`src/rtl/forwarding_unit_pkg.sv`:
```
// rtl/forwarding_unit_pkg.sv - shared types for the EX-stage operand forwarding unit
package forwarding_unit_pkg;

  localparam int REG_ADDR_WIDTH = 5;

  typedef enum logic [1:0] {
    FW_NONE    = 2'd0,
    FW_MEM_ALU = 2'd1,
    FW_WB_DATA = 2'd2
  } fw_sel_e;

  typedef struct packed {
    logic [REG_ADDR_WIDTH-1:0] rd;
    logic                      wr;
    logic                      ld;
    logic                      v;
  } hz_stage_t;

  // x0 is hard-wired to zero, so it never counts as a producer.
  function automatic logic is_producer(input logic                      v,
                                       input logic                      wr,
                                       input logic [REG_ADDR_WIDTH-1:0] rd,
                                       input logic [REG_ADDR_WIDTH-1:0] rs);
    return v && wr && (rd != '0) && (rd == rs);
  endfunction

endpackage

```
`src/rtl/forwarding_unit_fw_src_select.sv`:
```
// rtl/forwarding_unit_fw_src_select.sv - per-operand forwarding source select
module fw_src_select
  import forwarding_unit_pkg::*;
(
  input  logic [REG_ADDR_WIDTH-1:0] rs_addr_i,
  input  logic                      rs_used_i,
  input  hz_stage_t                 ex_i,
  input  logic [REG_ADDR_WIDTH-1:0] mem_rd_i,
  input  logic                      mem_wr_i,
  input  logic                      mem_v_i,
  output fw_sel_e                   sel_o
);

  // Youngest producer wins; a load in EX has no ALU result to forward yet.
  always_comb begin
    sel_o = FW_NONE;
    if (rs_used_i) begin
      if (is_producer(ex_i.v, ex_i.wr, ex_i.rd, rs_addr_i) && !ex_i.ld) begin
        sel_o = FW_MEM_ALU;
      end else if (is_producer(mem_v_i, mem_wr_i, mem_rd_i, rs_addr_i)) begin
        sel_o = FW_WB_DATA;
      end
    end
  end

endmodule

```
`src/rtl/forwarding_unit.sv`:
```
// rtl/forwarding_unit.sv - EX operand forwarding selects and load-use stall
module forwarding_unit
  import forwarding_unit_pkg::*;
#(
  parameter int REG_ADDR_WIDTH = 5,
  parameter int CNT_WIDTH      = 32
) (
  input  logic                      clk,
  input  logic                      rst,
  input  logic                      id_valid_i,
  input  logic [REG_ADDR_WIDTH-1:0] id_rs1_addr_i,
  input  logic [REG_ADDR_WIDTH-1:0] id_rs2_addr_i,
  input  logic                      id_rs1_used_i,
  input  logic                      id_rs2_used_i,
  input  logic [REG_ADDR_WIDTH-1:0] id_rd_addr_i,
  input  logic                      id_reg_write_i,
  input  logic                      id_mem_read_i,
  input  logic                      flush_i,
  input  logic                      hold_i,
  output fw_sel_e                   fw_a_sel_o,
  output fw_sel_e                   fw_b_sel_o,
  output logic                      stall_o,
  output logic [CNT_WIDTH-1:0]      stall_cnt_o
);

  // WB-stage data is picked up while the producer sits in MEM at ID time,
  // so the shadow pipeline only needs EX and MEM entries.
  hz_stage_t                 ex_q, ex_d;
  logic [REG_ADDR_WIDTH-1:0] mem_rd_q;
  logic                      mem_wr_q;
  logic                      mem_v_q;
  fw_sel_e                   fw_a_q, fw_a_d, fw_b_q, fw_b_d;
  logic [CNT_WIDTH-1:0]      cnt_q, cnt_d;

  fw_sel_e sel_a;
  fw_sel_e sel_b;
  logic    ex_load_hit;
  logic    rs_match;
  logic    bubble;

  fw_src_select u_sel_a (
    .rs_addr_i (id_rs1_addr_i),
    .rs_used_i (id_rs1_used_i),
    .ex_i      (ex_q),
    .mem_rd_i  (mem_rd_q),
    .mem_wr_i  (mem_wr_q),
    .mem_v_i   (mem_v_q),
    .sel_o     (sel_a)
  );

  fw_src_select u_sel_b (
    .rs_addr_i (id_rs2_addr_i),
    .rs_used_i (id_rs2_used_i),
    .ex_i      (ex_q),
    .mem_rd_i  (mem_rd_q),
    .mem_wr_i  (mem_wr_q),
    .mem_v_i   (mem_v_q),
    .sel_o     (sel_b)
  );

  assign ex_load_hit = ex_q.v && ex_q.ld && ex_q.wr && (ex_q.rd != '0);
  assign rs_match    = (id_rs1_used_i && (id_rs1_addr_i == ex_q.rd)) ||
                       (id_rs2_used_i && (id_rs2_addr_i == ex_q.rd));
  assign stall_o     = id_valid_i && ex_load_hit && rs_match && !flush_i;
  assign bubble      = flush_i || stall_o || !id_valid_i;

  always_comb begin
    ex_d   = '0;
    fw_a_d = FW_NONE;
    fw_b_d = FW_NONE;
    cnt_d  = cnt_q;
    if (!bubble) begin
      ex_d   = '{rd: id_rd_addr_i, wr: id_reg_write_i, ld: id_mem_read_i, v: 1'b1};
      fw_a_d = sel_a;
      fw_b_d = sel_b;
    end
    if (stall_o && (cnt_q != '1)) begin
      cnt_d = cnt_q + CNT_WIDTH'(1);
    end
  end

  always_ff @(posedge clk) begin
    if (rst) begin
      ex_q     <= '0;
      mem_rd_q <= '0;
      mem_wr_q <= 1'b0;
      mem_v_q  <= 1'b0;
      fw_a_q   <= FW_NONE;
      fw_b_q   <= FW_NONE;
      cnt_q    <= '0;
    end else if (!hold_i) begin
      ex_q     <= ex_d;
      mem_rd_q <= ex_q.rd;
      mem_wr_q <= ex_q.wr;
      mem_v_q  <= ex_q.v;
      fw_a_q   <= fw_a_d;
      fw_b_q   <= fw_b_d;
      cnt_q    <= cnt_d;
    end
  end

  assign fw_a_sel_o  = fw_a_q;
  assign fw_b_sel_o  = fw_b_q;
  assign stall_cnt_o = cnt_q;

endmodule

```
`config.mk`:
```
export PLATFORM = sky130hd
export DESIGN_NAME = forwarding_unit
export DESIGN_NICKNAME = d
export VERILOG_FILES = /design/src/rtl/forwarding_unit_pkg.sv /design/src/rtl/forwarding_unit_fw_src_select.sv /design/src/rtl/forwarding_unit.sv
export SDC_FILE = /design/constraint.sdc
export NUM_CORES = 1
export LEC_CHECK = 0
export CAP_MARGIN = 20
export CORE_UTILIZATION = 53
export DETAILED_ROUTE_END_ITERATION = 8
export PLACE_DENSITY = 0.87
export SYNTH_ARGS = -nofsm -noshare
export SYNTH_HDL_FRONTEND = slang
export SYNTH_SLANG_ARGS = --single-unit
export TNS_END_PERCENT = 20
```
`constraint.sdc`:
```
create_clock -name clk -period 4.3 [get_ports clk]
set_input_delay 1.29 -clock clk [delete_from_list [all_inputs] [get_ports clk]]
set_output_delay 1.29 -clock clk [all_outputs]
set_load 0.1 [all_outputs]
```
==> metrics.cfg <==
[finish]
final_util_pct = 70.80
multiInputGateArea_sq_mm = 0.001453
mostFrequentLayoutCells = 59 x clkdlybuf4s50_1, 51 x dfxtp_1, 32 x nor2_1
n_antenna_cell = 0
layout-drive-gt1-share_pct = 7.225
seq_area_sq_mm = 0.001021
fillCellCount = 356
fin_nets = 370
final_common_cell = clkdlybuf4s50_1
area_delta_synth_final_pct = 28.95

[critical_path]
path_class = input port to primary output
crit_buf_inv = 2
r2r_setup_slack_ns = 1.63
end_kind = primary output
worst_ep_arrival_time_ns = 2.85
path_max_fanout = 2
crit_chain = clkdlybuf4s50_1 -> xnor2_1 -> nand3_1 -> nor2_1 -> o211a_2 -> and3b_1 -> buf_12
reg2reg_from = stall_cnt_o[12]
critPathMaxStageDelay_ns = 0.46
slowest_stage = clkdlybuf4s50_1
r2r_end = stall_cnt_o[11]
startpoint_type = input port
critPathTopFamily = buffers and inverters
worstPathRequired_ns = 3.01
r2r_cells = 8

[cts]
cts_hold_buffers = 0
clock_latency_ns = 0.31
post_cts_resized = 0
cts_tree = done
postCtsSetupBuffers = 0
cts_inserted_buffers = 5
cts_root_buffer = clkbuf_8
cts-htree-levels = 2
clkTransAtPathRegs_ns = 0.08
clock_path_buffers = 2
clock_sink_count = 51

[routing]
wl_per_cell_um = 15.14
drt_wl_total_um = 6055
vias = 2366
routed_via_density = 5.915
antenna_left = 0
drtIter0Drc = 170
dr.pass1.iters = 4
drc = 0

[grt]
grt_max_degree = 37
antenna_found_initial = 0
grt_remaining_overflow = 0
grt_usage_pct = 24.08
grt_pass1_wl_um = 9742
grt_pass1_vias = 2065

[floorplan]
start_util_pct = 54.91
dieArea_sq_mm = 0.005144
die_w_um = 71.72
io_pins = 61
rows = 25
die_h_um = 71.72
core_sq_mm = 0.004692

[synth]
yosys_warnings = 0
synth_top_cell_area_share_pct = 39.63
synth.yosys.seq_area_share_pct = 39.63
yosys.area.top_type = dfxtp_1
synth-simple-area-share_pct = 28.75
post_synth.cell_area_avg_sq_um = 8.914
synth_compound_area_share_pct = 10.59
ys.flop_type = dfxtp_1
synth_area_leaders = dfxtp_1 40%, xnor2_1 6.5%, xor2_1 5.8%, nor2_1 4.7%, nand3_1 4.1%
synthMuxAreaShare_pct = 4.322
syn-num-nets = 314
synth_area_sq_mm = 0.002576
synth_fa_ha_area_share_pct = 0.4857
synth_cell_types = 45
postSynthCellCount = 289
async_flop_share_pct = 0
synth-seq-cells = 51
synth-xor-area-share_pct = 12.24
synth_edf_count = 0
synth_top_family_by_area = simple AND/OR/NAND/NOR gates

[timing]
slew_headroom_pct = 32.48
worst_pin_slew_ns = 1.010
finClkSkew_ns = 0.01285
drv_slew = 0
finalSetupTns_ns = 0
rsz0062_at_grt = no
finalHoldViolCount = 0
setup_viol = 0
max_freq_mhz = 241.3
fin_crit_ns = 4.144
fin_crit_sh_pct = 96.37

[hold_path]
hold_class = flip-flop to flip-flop
min_from = fw_a_sel_o[1]
whs_endpoint = fw_a_sel_o[1]
hold_depth = 2

[pwr]
pwr-share-clk_pct = 41.7
power.total_uw = 931.0
peakVddDrop_v = 0.0001464
combinationalPowerShare_pct = 6.9
p_leak_uw = 0.001196
pwr-share-seq_pct = 51.4
p_switching_uw = 189.8
power.internal_uw = 741.2
sw_frac_of_total_pct = 20.39
powerDensity_mw_per_mm2 = 280.3

[placed_design]
numPortBuffers = 60
dpl.hpwl_um = 4267
gp_congestion = 0.8350

[run_status]
status = complete, no violations

[flow_run]
max_cap_violations = 0

## cell type report
cell class	count	share of cell area, %
clock buffers	6	2.185
clock inverters	2	1.808
inverters	2	0.2260
multi-input cells	221	43.73
flip-flops and latches	51	30.73
well taps	54	2.034
repair buffers	64	19.28
## how the worst max path moves through the flow
stage / slack (ns) / depth (start not counted) / from / endpoint
finish: 0.16 / 7 / id_rs2_addr_i[4] / stall_o
detailed placement: 0.22 / 7 / id_rs2_addr_i[1] / stall_o
floorplan: 0.10 / 7 / id_rs2_addr_i[4] / stall_o
global placement: 0.26 / 7 / id_rs2_addr_i[0] / stall_o
CTS: 0.17 / 7 / id_rs2_addr_i[4] / stall_o
global route: 0.08 / 7 / id_rs2_addr_i[4] / stall_o
## stage by stage
step	worst slack, ns	cell area (sq um)	hold slack, ns	cells
6_report	0.1561	3322	0.4391	400
5_1_grt	0.08158	3322	0.4833	400
4_1_cts	0.1665	3322	0.4415	400
3_5_place_dp	0.2152	3189	0.4296	392
3_3_place_gp	0.2646	3189	0.4248	392
2_1_floorplan	0.1039	2576	0.4644	289
## cell usage after synthesis (2+ instances only)
cell,n
o21ai_0,7
nor2b_1,7
clkbuf_1,7
nand4_1,12
and3_1,9
mux2_4,2
buf_1,2
dfxtp_1,51
a21oi_1,12
nor2_1,32
and4_4,2
mux2i_1,7
or3_1,7
nand2b_1,2
or4_1,6
xor2_1,17
a22o_1,7
and2_1,3
and4_1,2
a32o_1,3
xnor2_1,19
nor3_1,3
buf_6,5
o31ai_1,4
nor4_1,5
nand3_1,21
nand2_1,17
## power by group through the flow
stage               Sequential (uW)  Clock, uW  Combinational, uW
finish                          479        388               64.4
floorplan                       488          0               32.7
detailed placement              490          0               62.7
CTS                             479        394               64.1
global placement                490          0               61.0
global route                    479        414               68.8
## kinds of logic (layout without fill, tap and decap cells)
kind of cell | Yosys count | after routing
simple gates | 135 | 135
buf+inv | 17 | 74
xor+xnor | 36 | 36
fa+ha+maj | 1 | 1
compound gates | 39 | 39
flops | 51 | 51
mux | 10 | 10
## registers in the layout, summed over array words and instances, names as in the netlist
signal       cells
stall_cnt_o     32
ex_q             8
fw_a_sel_o       2
fw_b_sel_o       2
mem_v_q          1
mem_rd_q         5
mem_wr_q         1
## layer usage
layer  vias to the layer above  track usage, %  part of all wire [%]
met1                      1120           30.45                    43
li1                       1152               -                     -
met2                        78           38.89                    49
met5                         -               0                     0
met4                         0           10.02                   2.3
met3                        16           6.470                   5.8
## worst register-to-register path, delay by kind of cell (launching register included)
family	cells	cell delay, ns
compound gates	1	0.50
buf+inv	1	0.26
flops	1	0.35
mux	1	0.35
simple gates	5	1.09
Power figures use the tool's default switching activity.
